### src/rtl/psram_pkg.sv
// psram_pkg: shared state type and constants for the PSRAM arbiter
package psram_pkg;
  typedef enum logic [1:0] {IDLE, ISSUE, WAIT_BUSY, WAIT_DONE} state_t;
  localparam int ADDR_W_DEF = 24;
  localparam int DATA_W_DEF = 16;
  localparam int WAIT_BUSY_TIMEOUT = 4;
endpackage

### src/rtl/psram_rr_arbiter.sv
// rr_arbiter: combinational round-robin pick of the first requester after last_grant
module rr_arbiter #(
  parameter int NUM_PORTS = 2
) (
  input  logic [NUM_PORTS-1:0]         req,
  input  logic [$clog2(NUM_PORTS)-1:0] last_grant,
  output logic [NUM_PORTS-1:0]         grant,
  output logic                         valid
);
  localparam int IW = $clog2(NUM_PORTS);
  logic [IW-1:0] p;
  // scan from lowest to highest priority so the port right after last_grant wins
  always_comb begin
    grant = '0;
    p = '0;
    for (int i = NUM_PORTS; i >= 1; i--) begin
      p = IW'((int'(last_grant) + i) % NUM_PORTS);
      if (req[p]) begin
        grant = '0;
        grant[p] = 1'b1;
      end
    end
  end
  assign valid = |req;
endmodule

### src/rtl/psram_arbiter.sv
// psram_arbiter: round-robin sharing of one PSRAM controller, one transaction in flight
module psram_arbiter
  import psram_pkg::*;
#(
  parameter int NUM_PORTS = 2,
  parameter int ADDR_W    = ADDR_W_DEF,
  parameter int DATA_W    = DATA_W_DEF
) (
  input  logic                        clk,
  input  logic                        reset,
  input  logic [NUM_PORTS-1:0]        req,
  input  logic [NUM_PORTS-1:0]        we,
  input  logic [NUM_PORTS*ADDR_W-1:0] addr,
  input  logic [NUM_PORTS*DATA_W-1:0] wdata,
  output logic [NUM_PORTS-1:0]        ack,
  output logic [NUM_PORTS-1:0]        rvalid,
  output logic [DATA_W-1:0]           rdata,
  input  logic                        mem_ready,
  output logic [ADDR_W-1:0]           mem_addr,
  output logic                        mem_read_strb,
  output logic                        mem_write_strb,
  output logic [DATA_W-1:0]           mem_wdata,
  input  logic [DATA_W-1:0]           mem_rdata
);
  localparam int IW = $clog2(NUM_PORTS);
  localparam int TW = $clog2(WAIT_BUSY_TIMEOUT);
  state_t state;
  logic [IW-1:0] last_grant, gidx;
  logic [NUM_PORTS-1:0] grant;
  logic pick_valid, op_we, sel_we, done;
  logic [TW-1:0] tmo;
  logic [ADDR_W-1:0] sel_addr;
  logic [DATA_W-1:0] sel_wdata;
  rr_arbiter #(.NUM_PORTS(NUM_PORTS)) u_rr (
    .req       (req),
    .last_grant(last_grant),
    .grant     (grant),
    .valid     (pick_valid)
  );
  // route the granted port's request fields and index
  always_comb begin
    gidx = '0;
    sel_we = 1'b0;
    sel_addr = '0;
    sel_wdata = '0;
    for (int i = 0; i < NUM_PORTS; i++) begin
      if (grant[i]) begin
        gidx = IW'(i);
        sel_we = we[i];
        sel_addr = addr[i*ADDR_W +: ADDR_W];
        sel_wdata = wdata[i*DATA_W +: DATA_W];
      end
    end
  end
  // op completes on ready returning, or when ready never dropped within the timeout
  assign done = state == WAIT_DONE ? mem_ready :
                state == WAIT_BUSY && mem_ready && tmo == TW'(WAIT_BUSY_TIMEOUT - 1);
  // transaction sequencer with registered handshake outputs
  always_ff @(posedge clk or posedge reset) begin
    if (reset) begin
      state <= IDLE;
      last_grant <= IW'(NUM_PORTS - 1);
      ack <= '0;
      rvalid <= '0;
      rdata <= '0;
      mem_addr <= '0;
      mem_wdata <= '0;
      mem_read_strb <= 1'b0;
      mem_write_strb <= 1'b0;
      op_we <= 1'b0;
      tmo <= '0;
    end else begin
      ack <= '0;
      rvalid <= '0;
      mem_read_strb <= 1'b0;
      mem_write_strb <= 1'b0;
      case (state)
        IDLE: if (mem_ready && pick_valid) begin
          ack <= grant;
          last_grant <= gidx;
          op_we <= sel_we;
          mem_addr <= sel_addr;
          mem_wdata <= sel_wdata;
          state <= ISSUE;
        end
        ISSUE: if (mem_ready) begin
          mem_read_strb <= !op_we;
          mem_write_strb <= op_we;
          tmo <= '0;
          state <= WAIT_BUSY;
        end
        WAIT_BUSY: if (!mem_ready) state <= WAIT_DONE; else tmo <= tmo + 1'b1;
        default: ;
      endcase
      if (done) begin
        if (!op_we) begin
          rdata <= mem_rdata;
          rvalid[last_grant] <= 1'b1;
        end
        state <= IDLE;
      end
    end
  end
endmodule

### config.mk
export PLATFORM = sky130hd
export DESIGN_NAME = psram_arbiter
export DESIGN_NICKNAME = d
export VERILOG_FILES = /design/src/rtl/psram_pkg.sv /design/src/rtl/psram_rr_arbiter.sv /design/src/rtl/psram_arbiter.sv
export SDC_FILE = /design/constraint.sdc
export NUM_CORES = 1
export LEC_CHECK = 0
export ABC_AREA = 1
export CORE_UTILIZATION = 40
export DETAILED_ROUTE_END_ITERATION = 6
export GPL_TIMING_DRIVEN = 0
export PLACE_DENSITY = 0.89
export SKIP_CTS_REPAIR_TIMING = 1
export SLEW_MARGIN = 15
export SYNTH_ARGS = -nofsm -noshare
export SYNTH_HDL_FRONTEND = slang
export SYNTH_SLANG_ARGS = --single-unit
export TNS_END_PERCENT = 50
### constraint.sdc
create_clock -name clk -period 2.7 [get_ports clk]
set_clock_uncertainty 0.15 [all_clocks]
set_input_delay 0.27 -clock clk [delete_from_list [all_inputs] [get_ports clk]]
set_output_delay 0.27 -clock clk [all_outputs]
set_load 0.005 [all_outputs]
# --- Word level (Yosys, flattened, before mapping) ---
# Cells that the tools add are included.
classes:
  addsub: 3
  magnitude_cmp: 6
  n_eq_ne: 9
  mux: 36
  bitwise_logic: 1
  reduce_logical: 15
ops:
  columns: ["operator", "count"]
  rows:
  - ["$mux W24", 2]
  - ["$mux W16", 2]
  - ["$mux W2", 12]
  - ["$mux W1", 15]
  - ["$ne A3 B3 Y1 const B", 3]
  - ["$eq A2 B2 Y1 const B", 3]
  - ["$logic_and A1 B1 Y1", 6]
  - ["$lt A1 B2 Y1 const B", 3]
  - ["$pmux W2 S3", 1]
  - ["$ne A2 B2 Y1 const B", 2]
  - ["$pmux W2 S2", 1]
  - ["$reduce_and A2 Y1", 2]
  - ["$reduce_and A4 Y1", 1]
  - ["$reduce_bool A4 Y1", 1]
  - ["$demux W1 S1", 3]
  - ["$ge A1 B1 Y1 const B", 3]
  - ["$reduce_and A3 Y1", 1]
  - ["$add A1 B1 Y1 const B", 2]
  - ["$add A2 B1 Y2 const B", 1]
  - ["$eq A2 B1 Y1 const B", 1]
  - ["$logic_not A2 Y1", 1]
  - ["$reduce_bool A2 Y1", 1]
  - ["$reduce_or A2 Y1", 1]
  - ["$logic_not A1 Y1", 1]
  - ["$not A1 Y1", 1]
totals:
  register_bits: 68
  inputBits: 103
  output_inout_bits: 62
  word_cells: 81

# --- Logic depth before layout (Yosys ltp) ---
# Gate-level depths: netlist (run 1).
depth:
  depth_word: 9
  mapped_depth: 9
  mapped_depth_nobuf: 9

# --- Cells and area by module ---
# Synthesis (run 1) repeated with hierarchy kept, for this count alone.
unflattened:
  hier_cells: 360
  area_unflattened_um2: 3126.7
by_module_without_submodules:
  columns: ["mod", "n_inst", "cells_each", "area_per_inst_um2", "seq_area_each_um2"]
  rows:
  - ["psram_arbiter", 1, 354, 3100.5, 1702.9]
  - ["rr_arbiter", 1, 6, 26.3, 0.0]

# --- Worst setup path before layout (run 1) ---
# OpenSTA, ideal clock, no wires.
synth_timing:
  path_type: "reg-to-reg"
  start: "reg state[0]"
  end: "reg rdata[10]"
  setup_time_ns: 0.126
  arrival_time_ns: 1.282
  t_required_ns: 2.424
  path_slack_ns: 1.142
  stages_incl_launch_ff: 9
  path_buffers: 1
  synth_period_minus_slack_ns: 1.558
  path_cell_list: "dfrtp_1 > inv_1 > ha_1 > nand2_1 > nand2_1 > nand3_2 > buf_2 > nand2_1 > o21ai_0"
synth_between:
  elab_chain_len: 5
  elab_cells_between_ends: 6
  cone_classes: "eq/ne (2); mux (1); reduce/logical (3)"
synth_lines:
  columns: ["element", "line_no", "text"]
  rows:
  - ["start: declaration", "psram_arbiter.sv:27", "state_t state;"]
  - ["start signal: assignment", "psram_arbiter.sv:61", "state <= IDLE;"]
  - ["start signal: assignment", "psram_arbiter.sv:84", "state <= ISSUE;"]
  - ["start signal: assignment", "psram_arbiter.sv:90", "state <= WAIT_BUSY;"]
  - ["$eq A2 B2 Y1", "psram_arbiter.sv:57", "state == WAIT_BUSY && mem_ready && tmo == TW'(WAIT_BUSY_TIMEOUT - 1);"]
  - ["$logic_and A1 B1 Y1 (2 in series)", "psram_arbiter.sv:57", null]
  - ["$mux W1 *", "psram_arbiter.sv:56", "assign done = state == WAIT_DONE ? mem_ready :"]
  - ["$reduce_and A2 Y1 (no line) *", null, null]
  - ["end signal: assignment", "psram_arbiter.sv:97", "rdata <= mem_rdata;"]
  - ["end: declaration", "psram_arbiter.sv:17", "output logic [DATA_W-1:0] rdata,"]
# Mark *: on every way between the ends. The rest lies on a longest branch, timed or not.
# A chain may end at the register's enable or synchronous reset.

# --- Worst setup path after layout (run 1) ---
layout_timing:
  start: "reg state[0]"
  end: "reg rdata[9]"
# Same word-level chain as after synthesis.

==> impl_results.md, run 1 <==
- Cells after synthesis: 357
- Max-slew headroom: 73.0%
- Asr flop ratio synth: 100%
- Min-delay src: mem_ready
- Diode count: 0
- Flop pwr share: 38.2%
- IO Pins: 165
- Sw frac: 33.6%
- Total Wirelength: 9110 um
- Crit path capture type: flop
- Total power per unit cell area: 890 nW/um^2
- CTS tree: built
- Root buf cell: clkbuf_8
- Max Clock Freq: 544 MHz
- Worst-path clk slew: 0.07 ns
- Worst skew pair latency: 0.32 ns
- Reg2reg start: state[0]
- CTS Buf Count: 9
- H-tree depth: 3
- Max-slew violation count: 0
- FILL cells: 583
- Dpl ws: 0.744 ns
- Final period utilization: 68.1%
- Worst EP required: 2.75 ns
- Post-synth cell types: 25
- Die W: 90.7 um
- Synth warn: 0
- Worst setup margin: 0.861 ns
- Crit-path max FO: 10
- RD Place Congestion: 0.834
- Vias in the first global route: 3,152
- Clock Tree Buf Depth: 2
- Most area-consuming cells after synthesis: dfrtp_1 (53%), nand2_1 (11%), nand3_1 (10%)
- Vias per cell: 4.92
- ANT nets after route: 0
- GRT overflow: 0
- Worst vdd ir: 0.453 mV
- Synth area leader: dfrtp_1
- Antenna violations before repair: 0
- RSZ-0062 raised after global routing: no
- Min Clock Period, post-route: 1.84 ns
- Port bufs: 162
- Worst Tran Pin Value: 0.405 ns
- Most common cell in the netlist: nand2_1
- Rows: 31
- First-pass GRT wire length: 14,900 um
- Clock sink total: 68
- Maxcap violations: 0
- Die area: 8230 um^2
- Register area share after synthesis: 54.1%
- Synthesized Nets: 466
- HP Class: in -> reg
- Main synth FF type: dfrtp_1
- Crit path kind: reg -> reg
- Top cell type's share of synthesized area: 53.3%
- Combinational share of power: 45.5%
- CP arrival: 1.89 ns
- Clk pwr share: 16.4%
- WL/cell: 14.3 um
- Worst Setup Start Kind: flop
- Gr usage total: 22.6%
- Cell internal pwr: 3.01 mW
- Share of cells above drive strength 1: 10.3%
- DRC Markers: 0
- #FFs+latches synth: 68
- Final Hold Fails: 0
- Post-synth top cells: nand2_1 (95), dfrtp_1 (67), nand3_1 (65)
- Largest net degree at the start of global routing: 46
- Outcome: finished, final reports clean
- Psw: 1.52 mW
- Core area: 7450 um^2
- Synthesis-to-layout area growth: 61.8%
- DRT Pass-1 Iters: 4
- Starting density of the core: 42.3%
- Final nets: 640
- Dpl hpwl: 6980 um
- Setup Viol. Count Final: 0
- Crit path from: state[0]
- Die Height: 90.7 um
- DRT iter0 DRCs: 110
- Pleak: 2.30 nW
- Syn Area/Cell: 8.82 um^2
- Vias post-DR: 3,124
- Final hold slack: 0.0992 ns
- Mapped Area: 3150 um^2
- Post-synth EDFFs: 0
## path summary, 6_finish.rpt
check                                 endpoint  slack [ns]  cells after the start
worst max-delay path                  rdata[9]        0.86                      8
worst min-delay path            mem_write_strb         0.1                      3
worst max register to register        rdata[9]        0.86                      8
worst min register to register   mem_read_strb        0.34                      1
max in group asynchronous           last_grant        1.70                      3
min in group asynchronous        mem_wdata[14]        0.11                      2
## kinds of logic after synthesis
family          Yosys count  synth area share (%)
simple gates            194                  27.9
compound gates           40                  7.99
fa+ha+maj                 6                  2.38
buf+inv                  49                  7.67
flops                    68                  54.1
## registers in the layout, summed over array words and instances (netlist names)
signal          cells
ack                 2
last_grant          1
mem_addr           24
mem_read_strb       1
mem_wdata          16
mem_write_strb      1
op_we               1
rdata              16
rvalid              2
state               2
tmo                 2
## per-layer routing
| layer | vias to the layer above | part of all wire (%) | track usage, % |
|---|---|---|---|
| met5 | - | 0 | 0 |
| met4 | 0 | 1.8 | 7.39 |
| met3 | 19 | 6.4 | 4.71 |
| met2 | 142 | 50 | 38.6 |
| met1 | 1448 | 42 | 28.3 |
| li1 | 1515 | - | - |
## final cells by class
type | instances | area [um^2] | share of cell area (%)
flip-flops and latches | 68 | 1700 | 33.4
repair buffers | 163 | 1640 | 32.2
multi-input cells | 240 | 1200 | 23.6
clock buffers | 10 | 138 | 2.70
plain buffers | 21 | 136 | 2.68
well taps | 99 | 124 | 2.43
inverters | 28 | 108 | 2.11
clock inverters | 6 | 40.0 | 0.786
## worst max-delay path, stage by stage (launching register included)
cell and delay [ns]:
dfrtp_1 0.44, inv_1 0.11, ha_1 0.23, nand2_1 0.07
nand2_1 0.15, nand3_2 0.17, buf_2 0.23, nand2_1 0.08
o21ai_0 0.08
## stage by stage
stage / cell area (um^2) / setup TNS (ns) / std cells / total power, mW / utilization, %
after floorplan: 3150 / 0 / 357 / 2.60 / -
after global placement: 4890 / -34.19 / 618 / 3.72 / 65.7
after detailed placement: 4920 / 0 / 619 / 3.82 / 66.0
after CTS: 5090 / 0 / 635 / 4.57 / 68.4
after global routing: 5090 / 0 / 635 / 4.86 / 68.4
final: 5090 / 0 / 635 / 4.53 / 68.4
## placed cells by master, fill, tap and decap left out, types with 4 or more instances in the layout
master,n
clkdlybuf4s50_1,162
nand2_1,95
dfrtp_1,67
nand3_1,65
inv_1,24
nor2_1,21
o21ai_0,17
a31oi_1,15
buf_2,13
clkbuf_8,10
nand3_2,6
ha_1,6
buf_6,4
## power groups by stage
stage | clock network (mW) | registers, mW | logic [mW]
finish | 0.741 | 1.73 | 2.06
floorplan | 0 | 1.75 | 0.855
global placement | 0 | 1.71 | 2.00
global route | 0.807 | 1.78 | 2.27
detailed placement | 0 | 1.74 | 2.08
CTS | 0.759 | 1.73 | 2.08
Note: power is estimated with default switching activity, not from simulation.
==> run 2, diff against run 1 <==
clock period = 1.8 ns   (was 2.7 ns; I/O delays follow)
==> impl_results.md, run 2 (same netlist as run 1, synthesis figures left out) <==
- Root buf cell: clkbuf_8
- DRC Markers: 0
- First-pass GRT wire length: 15,400 um
- Vias post-DR: 3,149
- Total power per unit cell area: 1380 nW/um^2
- Largest net degree at the start of global routing: 36
- Final hold slack: 0.0188 ns
- Hold depth: 3
- Die area: 8230 um^2
- DRT iter0 DRCs: 101
- Die Height: 90.7 um
- H-tree depth: 3
- Outcome: finished, final reports clean
- WL/cell: 14.5 um
- Worst setup margin: 0.0849 ns
- Worst vdd ir: 0.678 mV
- Dpl ws: -0.0734 ns
- Starting density of the core: 42.3%
- Final period utilization: 95.3%
- Crit path to: mem_wdata[8]
- Clock Tree Buf Depth: 2
- Antenna violations before repair: 0
- Crit path capture type: flop
- Diode count: 0
- Power Total: 7.14 mW
- Final nets: 641
- Worst Setup Start Kind: flop
- DRT Pass-1 Iters: 4
- Worst-path clk slew: 0.07 ns
- Worst Tran Pin Value: 0.763 ns
- Share of cells above drive strength 1: 10.8%
- Die W: 90.7 um
- IO Pins: 165
- CTS tree: built
- FF-to-FF path depth: 8
- GRT overflow: 0
- ANT nets after route: 0
- Port bufs: 162
- Crit path from: state[1]
- Min Clock Period, post-route: 1.72 ns
- Top Registers: mem_addr (24), mem_wdata (16), rdata (16)
- Clock sink total: 68
- Vias in the first global route: 3,178
- Reg2reg start: state[1]
- Pleak: 2.32 nW
- Vias per cell: 4.95
- RD Place Congestion: 0.822
- CP arrival: 1.77 ns
- CTS Buf Count: 9
- Fin Setup TNS: 0 ns
- HP Class: in -> reg
- Gr usage total: 23.5%
- Worst skew pair latency: 0.32 ns
- Max Clock Freq: 583 MHz
- Fin util: 69.6%
- Crit path kind: reg -> reg
- Worst EP required: 1.85 ns
- Most common cell after layout, fill and taps aside: clkdlybuf4s50_1
- Biggest register: mem_addr
- Final Hold Fails: 0
- Min-delay src: mem_ready
- Rows: 31
- Max FFs per register: 24
- Core area: 7450 um^2
- RR Endpoint: mem_wdata[8]
- Max-slew headroom: 49.1%
- Setup Viol. Count Final: 0
- Dpl hpwl: 6990 um
- Synthesis-to-layout area growth: 64.5%
- Reg2Reg Setup Slack: 0.08 ns
- Max-slew violation count: 0
- Most frequent cells in the layout: clkdlybuf4s50_1 (162), nand2_1 (94), dfrtp_1 (66), nand3_1 (65), inv_1 (24)
- Crit-path max FO: 10
- Total Wirelength: 9210 um
- Maxcap violations: 0
-- run 2: cell types whose count changed in the layout (fill, tap and decap cells not counted), sizes merged --
cell,delta
clkinvlp,+1
clkinv,-4
inv,-1
bufinv,+2
clkbuf,+2
buf,+1
-- run 2: per-layer routing --
layer | wire, um | global-route usage (%) | up-vias
li1 | - | - | 1509
met1 | 3760 | 28.8 | 1490
met2 | 4670 | 41.1 | 132
met3 | 617 | 4.80 | 18
met4 | 160 | 7.80 | 0
met5 | 0 | 0 | -
-- run 2: worst min path at each step --
stage	end	slack [ns]
floorplan	rdata[7]	0.16
global placement	mem_read_strb	0.29
detailed placement	mem_read_strb	0.30
CTS	mem_read_strb	-0.002
global route	tmo[1]	0.02
finish	mem_read_strb	0.02
-- run 2: final cells by class --
cell class,count,area [um^2]
flip-flops and latches,68,1700
repair buffers,164,1660
clock buffers,12,145
well taps,99,124
inverters,28,109
multi-input cells,240,1220
plain buffers,21,145
fillers,578,2270
clock inverters,4,72.6
-- run 2: stage by stage --
stage / instance area, um^2 / instances
floorplan: 3150 / 357
global placement: 4900 / 618
detailed placement: 4920 / 619
CTS: 5130 / 635
global route: 5180 / 636
finish: 5180 / 636
-- run 2: critical path, cell delays in order (launching register included) --
cell,delay (ns)
dfrtp_1,0.42
inv_1,0.12
ha_2,0.22
nand2_4,0.08
inv_1,0.08
nand2_2,0.13
buf_2,0.23
nand2_1,0.08
nand3_1,0.09
-- run 2: power breakdown --
part	switching [mW]	total (mW)	internal, mW
clock network	0.560	1.38	0.818
registers	0.401	2.61	2.21
logic	1.33	3.16	1.82
